--- src/rtl/pc_fetch_sequencer_pkg.sv ---
// Shared definitions for the PC fetch sequencer.
//   st_e      : sequencer FSM state encoding (2 bits)
//   npc_sel_e : next-PC select codes fed to pc_next_calc
//   PC_W / OFF_W / JT_W : program counter, branch offset and jump target widths
package pc_seq_pkg;

  localparam int PC_W  = 32;
  localparam int OFF_W = 16;
  localparam int JT_W  = 26;

  typedef enum logic [1:0] {
    ST_IDLE   = 2'd0,
    ST_FETCH  = 2'd1,
    ST_EXEC   = 2'd2,
    ST_HALTED = 2'd3
  } st_e;

  typedef enum logic [1:0] {
    NPC_SEQ    = 2'd0,
    NPC_BRANCH = 2'd1,
    NPC_JUMP   = 2'd2,
    NPC_HOLD   = 2'd3
  } npc_sel_e;

endpackage

--- src/rtl/pc_fetch_sequencer_if.sv ---
// Instruction-memory fetch handshake.
//   imem_req  : fetch request, held high until acknowledged
//   imem_addr : word address being fetched
//   imem_ack  : memory accepted/returned the instruction this cycle
// master = sequencer side, slave = memory side.
interface pc_fetch_sequencer_if;
  import pc_seq_pkg::*;

  logic            imem_req;
  logic [PC_W-1:0] imem_addr;
  logic            imem_ack;

  modport master (output imem_req, output imem_addr, input  imem_ack);
  modport slave  (input  imem_req, input  imem_addr, output imem_ack);
endinterface

--- src/rtl/pc_fetch_sequencer_next_calc.sv ---
// Combinational next-PC generator.
//   pc      : current program counter
//   sel     : SEQ (pc+1), BRANCH (pc+1+sext(offset)), JUMP ({pc[31:26],target}), HOLD (pc)
//   offset  : signed word offset for branches
//   target  : word index for absolute jumps
//   pc_next : selected next program counter (all arithmetic modulo 2^32)
module pc_next_calc
  import pc_seq_pkg::*;
(
  input  logic [PC_W-1:0]         pc,
  input  npc_sel_e                sel,
  input  logic signed [OFF_W-1:0] offset,
  input  logic [JT_W-1:0]         target,
  output logic [PC_W-1:0]         pc_next
);

  logic [PC_W-1:0]        pc_inc;
  logic signed [PC_W-1:0] off_ext;

  always_comb begin
    pc_inc  = pc + 32'd1;
    off_ext = {{(PC_W-OFF_W){offset[OFF_W-1]}}, offset};
    pc_next = pc_inc;
    unique case (sel)
      NPC_SEQ:    pc_next = pc_inc;
      // Two's complement add of the extended offset gives the wrap below 0.
      NPC_BRANCH: pc_next = pc_inc + $unsigned(off_ext);
      NPC_JUMP:   pc_next = {pc[PC_W-1:JT_W], target};
      NPC_HOLD:   pc_next = pc;
      default:    pc_next = pc_inc;
    endcase
  end

endmodule

--- src/rtl/pc_fetch_sequencer.sv ---
// Program counter owner and fetch sequencer for the single-cycle CPU.
//   clk, rst_n     : clock, asynchronous active-low reset
//   imem           : fetch handshake (master side)
//   instr_valid    : instruction at pc ready, held through EXEC
//   exec_done      : core finished instruction at pc (sampled in EXEC only)
//   branch_taken / branch_offset, jump_en / jump_target, halt_req : next-PC controls
//   pc, halted, fetch_err (sticky watchdog expiry), retired (accepted exec_done count)
module pc_fetch_sequencer
  import pc_seq_pkg::*;
#(
  parameter logic [PC_W-1:0] RESET_ADDR    = 32'h0000_0000,
  parameter int unsigned     FETCH_TIMEOUT = 16
) (
  input  logic                     clk,
  input  logic                     rst_n,
  pc_fetch_sequencer_if.master     imem,
  output logic                     instr_valid,
  input  logic                     exec_done,
  input  logic                     branch_taken,
  input  logic signed [OFF_W-1:0]  branch_offset,
  input  logic                     jump_en,
  input  logic [JT_W-1:0]          jump_target,
  input  logic                     halt_req,
  output logic [PC_W-1:0]          pc,
  output logic                     halted,
  output logic                     fetch_err,
  output logic [PC_W-1:0]          retired
);

  localparam logic [7:0] TIMEOUT = 8'(FETCH_TIMEOUT);

  st_e             state_q, state_d;
  logic [PC_W-1:0] pc_q, pc_d;
  logic [PC_W-1:0] retired_q, retired_d;
  logic [7:0]      wdog_q, wdog_d;
  logic            fetch_err_q, fetch_err_d;

  npc_sel_e        npc_sel;
  logic [PC_W-1:0] pc_next;

  // Priority: halt > jump > branch > sequential.
  always_comb begin
    npc_sel = NPC_SEQ;
    if (halt_req)          npc_sel = NPC_HOLD;
    else if (jump_en)      npc_sel = NPC_JUMP;
    else if (branch_taken) npc_sel = NPC_BRANCH;
  end

  pc_next_calc u_next (
    .pc      (pc_q),
    .sel     (npc_sel),
    .offset  (branch_offset),
    .target  (jump_target),
    .pc_next (pc_next)
  );

  always_comb begin
    state_d     = state_q;
    pc_d        = pc_q;
    retired_d   = retired_q;
    wdog_d      = wdog_q;
    fetch_err_d = fetch_err_q;
    unique case (state_q)
      ST_IDLE: begin
        state_d = ST_FETCH;
        wdog_d  = 8'd0;
      end
      ST_FETCH: begin
        if (imem.imem_ack) begin
          state_d = ST_EXEC;
          wdog_d  = 8'd0;
        end else begin
          wdog_d = wdog_q + 8'd1;
          // The cycle that makes the count reach the limit is the last FETCH cycle.
          if (wdog_q + 8'd1 == TIMEOUT) begin
            state_d     = ST_HALTED;
            fetch_err_d = 1'b1;
          end
        end
      end
      ST_EXEC: begin
        if (exec_done) begin
          retired_d = retired_q + 32'd1;
          pc_d      = pc_next;
          wdog_d    = 8'd0;
          state_d   = halt_req ? ST_HALTED : ST_FETCH;
        end
      end
      default: state_d = state_q;
    endcase
  end

  always_ff @(posedge clk or negedge rst_n) begin
    if (!rst_n) begin
      state_q     <= ST_IDLE;
      pc_q        <= RESET_ADDR;
      retired_q   <= '0;
      wdog_q      <= '0;
      fetch_err_q <= 1'b0;
    end else begin
      state_q     <= state_d;
      pc_q        <= pc_d;
      retired_q   <= retired_d;
      wdog_q      <= wdog_d;
      fetch_err_q <= fetch_err_d;
    end
  end

  assign imem.imem_req  = (state_q == ST_FETCH);
  assign imem.imem_addr = pc_q;
  assign instr_valid    = (state_q == ST_EXEC);
  assign halted         = (state_q == ST_HALTED);
  assign fetch_err      = fetch_err_q;
  assign pc             = pc_q;
  assign retired        = retired_q;

endmodule
--- src/flat_wrapper.sv ---
// flat-port wrapper written by rule: the top's interface ports become plain ports
module pc_fetch_sequencer_flat import pc_seq_pkg::*;
#(
  parameter logic [PC_W-1:0] RESET_ADDR    = 32'h0000_0000,
  parameter int unsigned     FETCH_TIMEOUT = 16
)
  (clk, rst_n, instr_valid, exec_done, branch_taken, branch_offset, jump_en, jump_target, halt_req, pc, halted, fetch_err, retired, imem_imem_req, imem_imem_addr, imem_imem_ack);
  pc_fetch_sequencer_if imem_i ();
  input  logic clk;
  input  logic rst_n;
  output logic instr_valid;
  input  logic exec_done;
  input  logic branch_taken;
  input  logic signed [OFF_W-1:0] branch_offset;
  input  logic jump_en;
  input  logic [JT_W-1:0] jump_target;
  input  logic halt_req;
  output logic [PC_W-1:0] pc;
  output logic halted;
  output logic fetch_err;
  output logic [PC_W-1:0] retired;
  output wire logic [$bits(imem_i.imem_req)-1:0] imem_imem_req;
  output wire logic [$bits(imem_i.imem_addr)-1:0] imem_imem_addr;
  input wire logic [$bits(imem_i.imem_ack)-1:0] imem_imem_ack;
  assign imem_imem_req = imem_i.imem_req;
  assign imem_imem_addr = imem_i.imem_addr;
  assign imem_i.imem_ack = imem_imem_ack;
  pc_fetch_sequencer #(.RESET_ADDR(RESET_ADDR), .FETCH_TIMEOUT(FETCH_TIMEOUT)) u_core (.clk(clk), .rst_n(rst_n), .imem(imem_i), .instr_valid(instr_valid), .exec_done(exec_done), .branch_taken(branch_taken), .branch_offset(branch_offset), .jump_en(jump_en), .jump_target(jump_target), .halt_req(halt_req), .pc(pc), .halted(halted), .fetch_err(fetch_err), .retired(retired));
endmodule
--- config.mk ---
export PLATFORM = sky130hd
export DESIGN_NAME = pc_fetch_sequencer_flat
export DESIGN_NICKNAME = d
export VERILOG_FILES = /design/src/rtl/pc_fetch_sequencer_pkg.sv /design/src/rtl/pc_fetch_sequencer_if.sv /design/src/rtl/pc_fetch_sequencer_next_calc.sv /design/src/rtl/pc_fetch_sequencer.sv /design/src/flat_wrapper.sv
export SDC_FILE = /design/constraint.sdc
export NUM_CORES = 1
export LEC_CHECK = 0
export ABC_AREA = 1
export BUFFER_PORTS_ARGS = -buffer_cell sky130_fd_sc_hd__buf_4
export CAP_MARGIN = 20
export CELL_PAD_IN_SITES_DETAIL_PLACEMENT = 0
export CELL_PAD_IN_SITES_GLOBAL_PLACEMENT = 1
export CORE_MARGIN = 3
export CORE_UTILIZATION = 40
export CTS_CLUSTER_DIAMETER = 30
export DETAILED_ROUTE_END_ITERATION = 7
export PLACE_DENSITY_LB_ADDON = 0.2
export SLEW_MARGIN = 20
export SYNTH_ARGS = -nofsm -noshare
export SYNTH_HDL_FRONTEND = slang
export SYNTH_HIERARCHICAL = 1
export SYNTH_SLANG_ARGS = --single-unit
--- constraint.sdc ---
create_clock -name clk -period 2.9 [get_ports clk]
set_input_delay 0.29 -clock clk [delete_from_list [all_inputs] [get_ports clk]]
set_output_delay 0.29 -clock clk [all_outputs]
set_load 0.03 [all_outputs]
==> flow_summary.toml, run 1 <==
[status]
outcome = "finished with violations"
violations = "negative setup slack"

[power]
vdd_drop_max_mv = 0.5906
seq_power_share_pct = 15.7
p_sw_share_pct = 50.97
p_leak_nw = 6.616
comb_power_share_pct = 73.0
pwr-share-clk_pct = 11.3
switchingPower_mw = 5.226
internal_power_mw = 5.027
powerDensity_nw_per_um2 = 822.1

[sta]
final_max_slew_viol_count = 0
final.period_utilization_pct = 104.1
relSlewSlack_pct = 56.95
clock.fmax_mhz = 331.1
skew_ps = 16.70
rsz0062_at_grt = "yes"
max_slew.worst_pin.slew_ps = 645.8
hold_violations = 0
final.setup.worst_slack_ps = -120.3
finalCriticalPeriod_ps = 3020
setup_viol = 9

[critical_path]
worstPathArrival_ps = 3260
critPathMaxFanout = 4
path_delay_family = "simple AND/OR/NAND/NOR gates"
crit_slowest_cell = "dfrtp_1"
crit_type = "reg -> reg"
crit_path_max_incr_delay_ps = 430
end_kind = "flip-flop"
start_kind = "flip-flop"
crit_path_cell_trace = "nand2_2, buf_6, nor3_4, nand2_4, nor2_4, buf_12, nand2_4, xor2_4, ha_4, nand2_2, nor2_4, nand3_2, nor3_4, nand2_2, nand2_1, nand2_1, nand3_2, nand2_1, nand2_1, nand2_1"
timing.critical_path.buf_inv = 2
worstPathRequired_ps = 3140
crit_top_cell = "nand2_1"

[routing]
ant_nets = 0
drtIter0Drc = 479
dr.pass1.iters = 7
drc = 0
dr_total_vias = 9510
vias_per_cell = 4.984
wl_per_cell_um = 16.28
detail_route.wirelength_um = 31060

[yosys]
yosys_register_bits = 75
yosysSeqAreaShare_pct = 22.83
netlist.area_leader.share_pct = 24.52
synth_area_um2 = 8222
yosys-top-cells-count = "nand2_1, inv_1, nand3_1"
yosys_warnings = 6
synth-edff-count = 0
yosys.area.top_type = "nand2_1"
ys_types = 44
ys_async_sr_fraction_pct = 100.0
synthMostInstantiatedCell = "nand2_1"
synthFlopType = "dfrtp_1"
avgSynthCellArea_um2 = 6.108
syn_inst = 1346
syn_nets = 1443
ys_top_cells_by_area = "nand2_1, dfrtp_1, inv_1"

[floorplan]
dieWidth_um = 149.4
io-pin-count = 149
core_um2 = 19850
fp.dieArea_um2 = 22310
die_y_um = 149.4
rows = 51
initial_core_util_pct = 41.43

[layout]
drive_gt1_share_pct = 39.32
antennaDiodeCount = 0
num-fill-cells = 1841
multi_input_area_um2 = 6633
utilization_pct = 62.85
nNetsFinal = 1735
area.sequential_um2 = 1881
final_area_um2 = 12470
syn_to_final_growth_pct = 51.70

[global_routing]
first_global_vias = 8999
gr-total-overflow = 0
grt_max_degree = 43
antenna_found_initial = 0
grt_usage_pct = 26.75
grt_pass1_wl_um = 46930

[worst_hold_path]
hold_path_class = "in -> reg"

[cts]
clock-sinks = 75
cts_max_path_buffers = 2
path_clk_slew_ps = 70
worstSkewPairLatency_ps = 350
cts_tree = "done"
numCtsBuffers = 9
cts-root-buf = "clkbuf_16"
htree_num_levels = 3

[placement]
gp_congestion = 0.9217
dp_hpwl_um = 24300
port_buffers = 148
placed_cell_area_um2 = 10520

[run]
maxCapViolations = 0
state kept, by name (all words and copies together) (netlist names):
name,flops
u_core/imem.imem_addr,32
u_core/retired,32
u_core/wdog_q,8
u_core/state_q,2
u_core/fetch_err,1
cell families after synthesis:
group / synth area share, %
DFF: 22.83
AOI/OAI and AO/OA: 5.585
xor gates and xnor gates: 5.205
adders and majority gates: 7.396
buffers and inverters: 13.07
and+or+nand+nor: 45.91
area by class of cell:
type                    instances  area share (%)
multi-input cells            1018           53.18
clock inverters                 7          0.5919
clock buffers                   9           1.806
repair buffers                331           20.58
inverters                     203           6.110
flip-flops and latches         75           15.08
well taps                     265           2.658
worst register-to-register path, delay by kind of cell, from the launching register on:
kind / cells / cell delay (ps)
simple gates: 16 / 1710
fa+ha+maj: 1 / 310
buf+inv: 2 / 270
flops: 1 / 430
xor+xnor: 1 / 190
power by group through the flow:
stage / Combinational [mW] / Clock, mW / Sequential [mW]
5_1_grt: 8.07 / 1.23 / 1.65
2_1_floorplan: 3.16 / 0 / 2.06
3_5_place_dp: 6.00 / 0 / 1.60
4_1_cts: 6.51 / 1.19 / 1.59
6_report: 7.48 / 1.16 / 1.61
3_3_place_gp: 5.99 / 0 / 1.60
metrics by stage:
step                      setup slack (ps)  hold WS [ps]  setup TNS, ps  total power, mW  std cells
final                               -120.3         262.7         -472.8            10.25       1908
after global routing                -294.5         281.7          -3560            10.94       1908
after CTS                           -119.0         242.5         -959.1            9.293       1888
after detailed placement            -285.0         359.3          -2706            7.600       1861
after global placement              -279.1         335.3          -2413            7.592       1861
after floorplan                      50.33        -5.591              0            5.212       1346
final timing paths:
| kind | startpoint | slack [ps] | endpoint | depth (start not counted) |
|---|---|---|---|---|
| min | imem_imem_ack | 260 | u_core/fetch_err$_DFFE_PN0P_ | 4 |
| max | u_core/imem.imem_addr[5]$_DFFE_PN0P_ | -120 | u_core/imem.imem_addr[27]$_DFFE_PN0P_ | 20 |
| max in group asynchronous | rst_n | 1740 | u_core/retired[23]$_DFFE_PN0P_ | 3 |
| min reg2reg | u_core/retired[24]$_DFFE_PN0P_ | 500 | u_core/retired[24]$_DFFE_PN0P_ | 1 |
| min in group asynchronous | rst_n | 490 | u_core/imem.imem_addr[31]$_DFFE_PN0P_ | 2 |
| max reg2reg | u_core/imem.imem_addr[5]$_DFFE_PN0P_ | -120 | u_core/imem.imem_addr[27]$_DFFE_PN0P_ | 20 |
layer usage:
layer	wire length (um)	vias up	GRT usage, %
met5	0	-	0
met4	1270	0	10.43
met3	1500	68	3.221
met2	15090	289	45.93
met1	13200	4396	34.36
li1	-	4757	-
layout by cell type, fill, tap and decap left out, types with 24 or more instances in the layout:
| master | count |
|---|---|
| nand2_1 | 466 |
| buf_4 | 316 |
| inv_1 | 177 |
| dfrtp_1 | 72 |
| nand3_1 | 70 |
| nand2_2 | 59 |
| nor2_1 | 55 |
| nand3_2 | 31 |
| ha_4 | 28 |
| nor2_4 | 26 |
| inv_2 | 25 |
| xor2_1 | 25 |
| nand2_4 | 24 |
| nor2_2 | 24 |
repair_timing:
item                                    4_1_cts  5_1_grt
endpoints found under the hold margin        27        0
gates cloned                                  0        0
endpoints found under the setup margin       20       26
setup buffers                                10       20
resized for setup                           111      201
pin swaps                                    45       76
hold buffers                                  1        0
Note: power is estimated with default switching activity, not from simulation.
==> inputs of run 2 (changes only) <==
CAP_MARGIN = default   (was 20)
RECOVER_POWER = 50   (was default)
==> run 2 against run 1 <==
Effect of this change: the flow still finishes with violations (negative setup slack); largest cell class unchanged; fmax decreased by 0.71%; power shrank 0.51%; register-to-register slack worse by 20 ps; highest routed layer unchanged; non-clock buffer count is the same; global-route usage stayed put; critical path depth unchanged.
==> flow_summary.toml, run 2 (synthesized netlist as in run 1, its figures left out) <==
[layout]
multi_input_area_um2 = 6633
mostFrequentLayoutCell = "nand2_1"
antennaDiodeCount = 0
final_area_um2 = 12300
drive_gt1_share_pct = 36.82
area.sequential_um2 = 1881
final_cell_mix = "nand2_1, buf_4, inv_1, dfrtp_1, nand3_1"
nNetsFinal = 1735
utilization_pct = 61.99
syn_to_final_growth_pct = 49.64
num-fill-cells = 1883

[power]
pwr-share-clk_pct = 11.4
seq_power_share_pct = 15.8
powerDensity_nw_per_um2 = 829.2
comb_power_share_pct = 72.8
p_sw_share_pct = 51.24
switchingPower_mw = 5.228
vdd_drop_max_mv = 0.5907
internal_power_mw = 4.974
p_leak_nw = 6.444

[placement]
dp_hpwl_um = 24300
gp_congestion = 0.9217
port_buffers = 148
placed_cell_area_um2 = 10520

[floorplan]
fp.dieArea_um2 = 22310
rows = 51
io-pin-count = 149
core_um2 = 19850
dieWidth_um = 149.4
die_y_um = 149.4
initial_core_util_pct = 41.43

[routing]
drc = 0
detail_route.wirelength_um = 31160
dr.pass1.iters = 5
wl_per_cell_um = 16.33
vias_per_cell = 4.963
drtIter0Drc = 474
dr_total_vias = 9470
ant_nets = 0

[sta]
final.setup.worst_slack_ps = -141.9
skew_ps = 16.57
finalCriticalPeriod_ps = 3042
max_slew.worst_pin.slew_ps = 1200
hold_violations = 0
setup_viol = 9
final.period_utilization_pct = 104.9
clock.fmax_mhz = 328.7
relSlewSlack_pct = 19.99
final_max_slew_viol_count = 0
rsz0062_at_grt = "yes"
whs_ps = 258.4

[cts]
numCtsBuffers = 9
cts_tree = "done"
htree_num_levels = 3
cts_max_path_buffers = 2
clock-sinks = 75
cts-root-buf = "clkbuf_16"
path_clk_slew_ps = 70
worstSkewPairLatency_ps = 360

[critical_path]
worstPathRequired_ps = 3140
worstPathArrival_ps = 3280
start_kind = "flip-flop"
end_kind = "flip-flop"
crit_type = "reg -> reg"
critPathMaxFanout = 4

[run]
maxCapViolations = 0

[global_routing]
gr-total-overflow = 0
grt_pass1_wl_um = 46930
antenna_found_initial = 0
first_global_vias = 8999
grt_max_degree = 43
grt_usage_pct = 26.75

[worst_hold_path]
hold_path_class = "in -> reg"

[status]
violations = "negative setup slack"
outcome = "finished with violations"
==> run 2: routing by layer <==
metal | global-route usage (%) | wire length (um) | vias to the layer above
met4 | 10.43 | 1246 | 0
met1 | 34.36 | 13110 | 4376
met3 | 3.221 | 1665 | 60
li1 | - | - | 4754
met2 | 45.93 | 15140 | 280
met5 | 0 | 0 | -
==> run 2: stage by stage <==
stage	power (mW)	std cells	setup slack (ps)	TNS, ps
global placement	7.592	1861	-279.1	-2413
floorplan	5.212	1346	50.33	0
finish	10.20	1908	-141.9	-642.5
CTS	9.293	1888	-119.0	-959.1
global route	10.88	1908	-294.5	-3560
detailed placement	7.600	1861	-285.0	-2706
==> run 2: path summary, 6_finish.rpt <==
kind / slack, ps / to / start / cells after the start
worst max register to register: -140 / u_core/imem.imem_addr[27]$_DFFE_PN0P_ / u_core/imem.imem_addr[5]$_DFFE_PN0P_ / 20
max in group asynchronous: 520 / u_core/imem.imem_addr[16]$_DFFE_PN0P_ / rst_n / 3
worst min register to register: 500 / u_core/retired[24]$_DFFE_PN0P_ / u_core/retired[24]$_DFFE_PN0P_ / 1
worst max-delay path: -140 / u_core/imem.imem_addr[27]$_DFFE_PN0P_ / u_core/imem.imem_addr[5]$_DFFE_PN0P_ / 20
worst min-delay path: 260 / u_core/fetch_err$_DFFE_PN0P_ / imem_imem_ack / 4
min in group asynchronous: 700 / u_core/imem.imem_addr[31]$_DFFE_PN0P_ / rst_n / 2
==> run 2: worst max-delay path, stage by stage, from the launching register on <==
cell and delay [ps]:
dfrtp_1 430, nand2_2 110, buf_6 140, nor3_4 280, nand2_4 130, nor2_4 120
buf_12 130, nand2_4 70, xor2_4 190, ha_4 310, nand2_2 80, nor2_4 160
nand3_2 140, nor3_4 140, nand2_2 100, nand2_1 70, nand2_1 70, nand3_2 80
nand2_1 50, nand2_1 60, nand2_1 50
==> run 2: final cells by class <==
class,count,share of cell area (%)
sequential,75,15.29
multi-input combinational,1018,53.91
tap,265,2.695
timing repair buffer,331,19.49
clock buffer,9,1.831
inverter,203,6.193
clock inverter,7,0.6000
==> run 2: power groups by stage <==
stage | clock network [mW] | logic (mW) | registers (mW)
after global placement | 0 | 5.99 | 1.60
after floorplan | 0 | 3.16 | 2.06
final | 1.16 | 7.43 | 1.61
after global routing | 1.23 | 8.01 | 1.64
after CTS | 1.19 | 6.51 | 1.59
after detailed placement | 0 | 6.00 | 1.60
==> run 2: what timing repair did <==
action,in CTS,in global routing
hold buffers,1,0
setup buffers,10,20
hold endpoints to repair,27,0
pin swaps,45,76
resized for setup,111,201
setup endpoints to repair,20,26
==> inputs of run 3 (changes only) <==
==> constraint.sdc (replaced) <==
create_clock -name clk -period 2.9 [get_ports clk]
set_input_delay 0.435 -clock clk [delete_from_list [all_inputs] [get_ports clk]]
set_output_delay 0.435 -clock clk [all_outputs]
set_load 0.03 [all_outputs]
==> run 3 against run 2 <==
Effect of this change: the flow finishes with violations (max-capacitance violations, max-slew violations, negative setup slack); global-route usage down 0.17 points; count of clock-buffer cells in the layout unchanged; combinational power up 1%; die area unchanged; cell area about the same.
==> flow_summary.toml, run 3 (synthesized netlist as in run 1, its figures left out) <==
[sta]
finalCriticalPeriod_ps = 2977
rsz0062_at_grt = "yes"
final.period_utilization_pct = 102.7
hold_violations = 0
clock.fmax_mhz = 335.9
setup_viol = 7
max_slew.worst_pin.slew_ps = 2414
final_max_slew_viol_count = 41
relSlewSlack_pct = -60.92
skew_ps = 12.50
tns_ps = -260.4
final.setup.worst_slack_ps = -77.45

[routing]
drc = 0
dr.pass1.iters = 5
vias_per_cell = 5.036
ant_nets = 0
dr_total_vias = 9628
drtIter0Drc = 530
detail_route.wirelength_um = 31150
wl_per_cell_um = 16.29

[global_routing]
grt_pass1_wl_um = 46770
grt_max_degree = 41
grt_usage_pct = 26.59
gr-total-overflow = 0
first_global_vias = 8907
antenna_found_initial = 0

[power]
vdd_drop_max_mv = 0.6123
power_mw = 10.26
comb_power_share_pct = 73.2
seq_power_share_pct = 15.5
powerDensity_nw_per_um2 = 833.5
pwr-share-clk_pct = 11.4
p_leak_nw = 6.420
internal_power_mw = 5.028
switchingPower_mw = 5.232
p_sw_share_pct = 50.99

[floorplan]
core_um2 = 19850
io-pin-count = 149
die_y_um = 149.4
fp.dieArea_um2 = 22310
initial_core_util_pct = 41.43
dieWidth_um = 149.4
rows = 51

[critical_path]
critPathMaxFanout = 4
reg2reg_slack_ps = -80
start_kind = "flip-flop"
r2r_cells = 23
crit_type = "reg -> reg"
worstPathArrival_ps = 3230
end_kind = "flip-flop"
worstPathRequired_ps = 3150
r2r-end = "u_core/imem.imem_addr[31]$_DFFE_PN0P_"
r2r-start = "u_core/imem.imem_addr[4]$_DFFE_PN0P_"

[cts]
path_clk_slew_ps = 70
cts_tree = "done"
cts-root-buf = "clkbuf_16"
cts_max_path_buffers = 2
worstSkewPairLatency_ps = 350
cts-hold-fix-buffers = 0
clock-sinks = 75
numCtsBuffers = 9
htree_num_levels = 3

[placement]
gp_congestion = 0.9195
dp_hpwl_um = 24110
port_buffers = 148
post-place-cells = 1862

[layout]
drive_gt1_share_pct = 37.04
final_cell_mix = "nand2_1, buf_4, inv_1, dfrtp_1, nand3_1"
syn_to_final_growth_pct = 49.72
instances_no_fill = 1912
antennaDiodeCount = 0
mostFrequentLayoutCell = "nand2_1"
nNetsFinal = 1739

[status]
outcome = "finished with violations"
violations = "max-capacitance violations, max-slew violations, negative setup slack"

[worst_hold_path]
whs_path_depth = 4
hold_path_class = "in -> reg"
hp-start = "imem_imem_ack"
hold_end = "u_core/fetch_err$_DFFE_PN0P_"

[run]
maxCapViolations = 1
## run 3: area by class of cell
type,instances,area [um^2]
Clock buffer,9,225.2
Clock inverter,7,81.33
Fill cell,1890,7536
Inverter,203,767.0
Multi-Input combinational cell,1018,6583
Sequential cell,75,1881
Tap cell,265,331.6
Timing Repair Buffer,335,2441
## run 3: worst max-delay path by stage
stage | startpoint | endpoint | slack, ps | depth (start not counted)
after global routing | u_core/imem.imem_addr[0]$_DFFE_PN0P_ | u_core/imem.imem_addr[29]$_DFFE_PN0P_ | -240 | 21
after detailed placement | u_core/imem.imem_addr[0]$_DFFE_PN0P_ | u_core/imem.imem_addr[27]$_DFFE_PN0P_ | -290 | 19
after CTS | u_core/imem.imem_addr[1]$_DFFE_PN0P_ | u_core/imem.imem_addr[31]$_DFFE_PN0P_ | -70 | 20
after floorplan | u_core/imem.imem_addr[4]$_DFFE_PN0P_ | u_core/imem.imem_addr[15]$_DFFE_PN0P_ | 50 | 18
final | u_core/imem.imem_addr[4]$_DFFE_PN0P_ | u_core/imem.imem_addr[31]$_DFFE_PN0P_ | -80 | 23
after global placement | u_core/imem.imem_addr[1]$_DFFE_PN0P_ | u_core/imem.imem_addr[27]$_DFFE_PN0P_ | -240 | 19
## run 3: worst max-delay path, stage by stage (launching register included)
cell     delay [ps]
dfrtp_1         400
buf_4           140
nand2_2          70
nor2_4          130
nand3_4         100
buf_4           170
nor3_4          190
xor2_2          230
ha_4            250
nand2_1         130
buf_4           150
inv_1            40
nand2_2          60
nand2_2          60
nand2_1          70
nand2_1          90
nand2_1         110
nand2_2          60
a21oi_1         120
nand2_1          70
nand3_1          80
nand2_1          50
nand2_1          60
nand2_1          40
## run 3: layer usage
metal	global-route usage [%]	share of wire, %
met1	34.28	42
met4	7.918	2.3
met2	45.57	50
met5	0	0
met3	4.679	5.8
## run 3: through the flow
stage | worst slack, ps | util (%) | instance area [um^2] | hold WS [ps]
2_1_floorplan | 50.33 | - | 8224 | 139.4
3_3_place_gp | -239.3 | 53.06 | 10530 | 476.3
3_5_place_dp | -294.3 | 53.06 | 10530 | 475.1
4_1_cts | -73.71 | 57.80 | 11470 | 97.75
5_1_grt | -241.6 | 62.03 | 12310 | 430.5
6_report | -77.45 | 62.03 | 12310 | 409.1
## run 3: power groups by stage
stage | sequential [mW] | combinational [mW] | clock (mW)
CTS | 1.58 | 6.60 | 1.21
finish | 1.59 | 7.51 | 1.16
global route | 1.63 | 8.11 | 1.23
detailed placement | 1.58 | 6.02 | 0
floorplan | 2.06 | 3.16 | 0
global placement | 1.58 | 6.01 | 0
## run 3: repair_timing
action | in CTS | in global routing
gates cloned | 0 | 0
setup buffers | 12 | 22
endpoints found under the setup margin | 21 | 26
pin swaps | 44 | 87
endpoints found under the hold margin | 0 | 0
gates resized for setup | 121 | 183
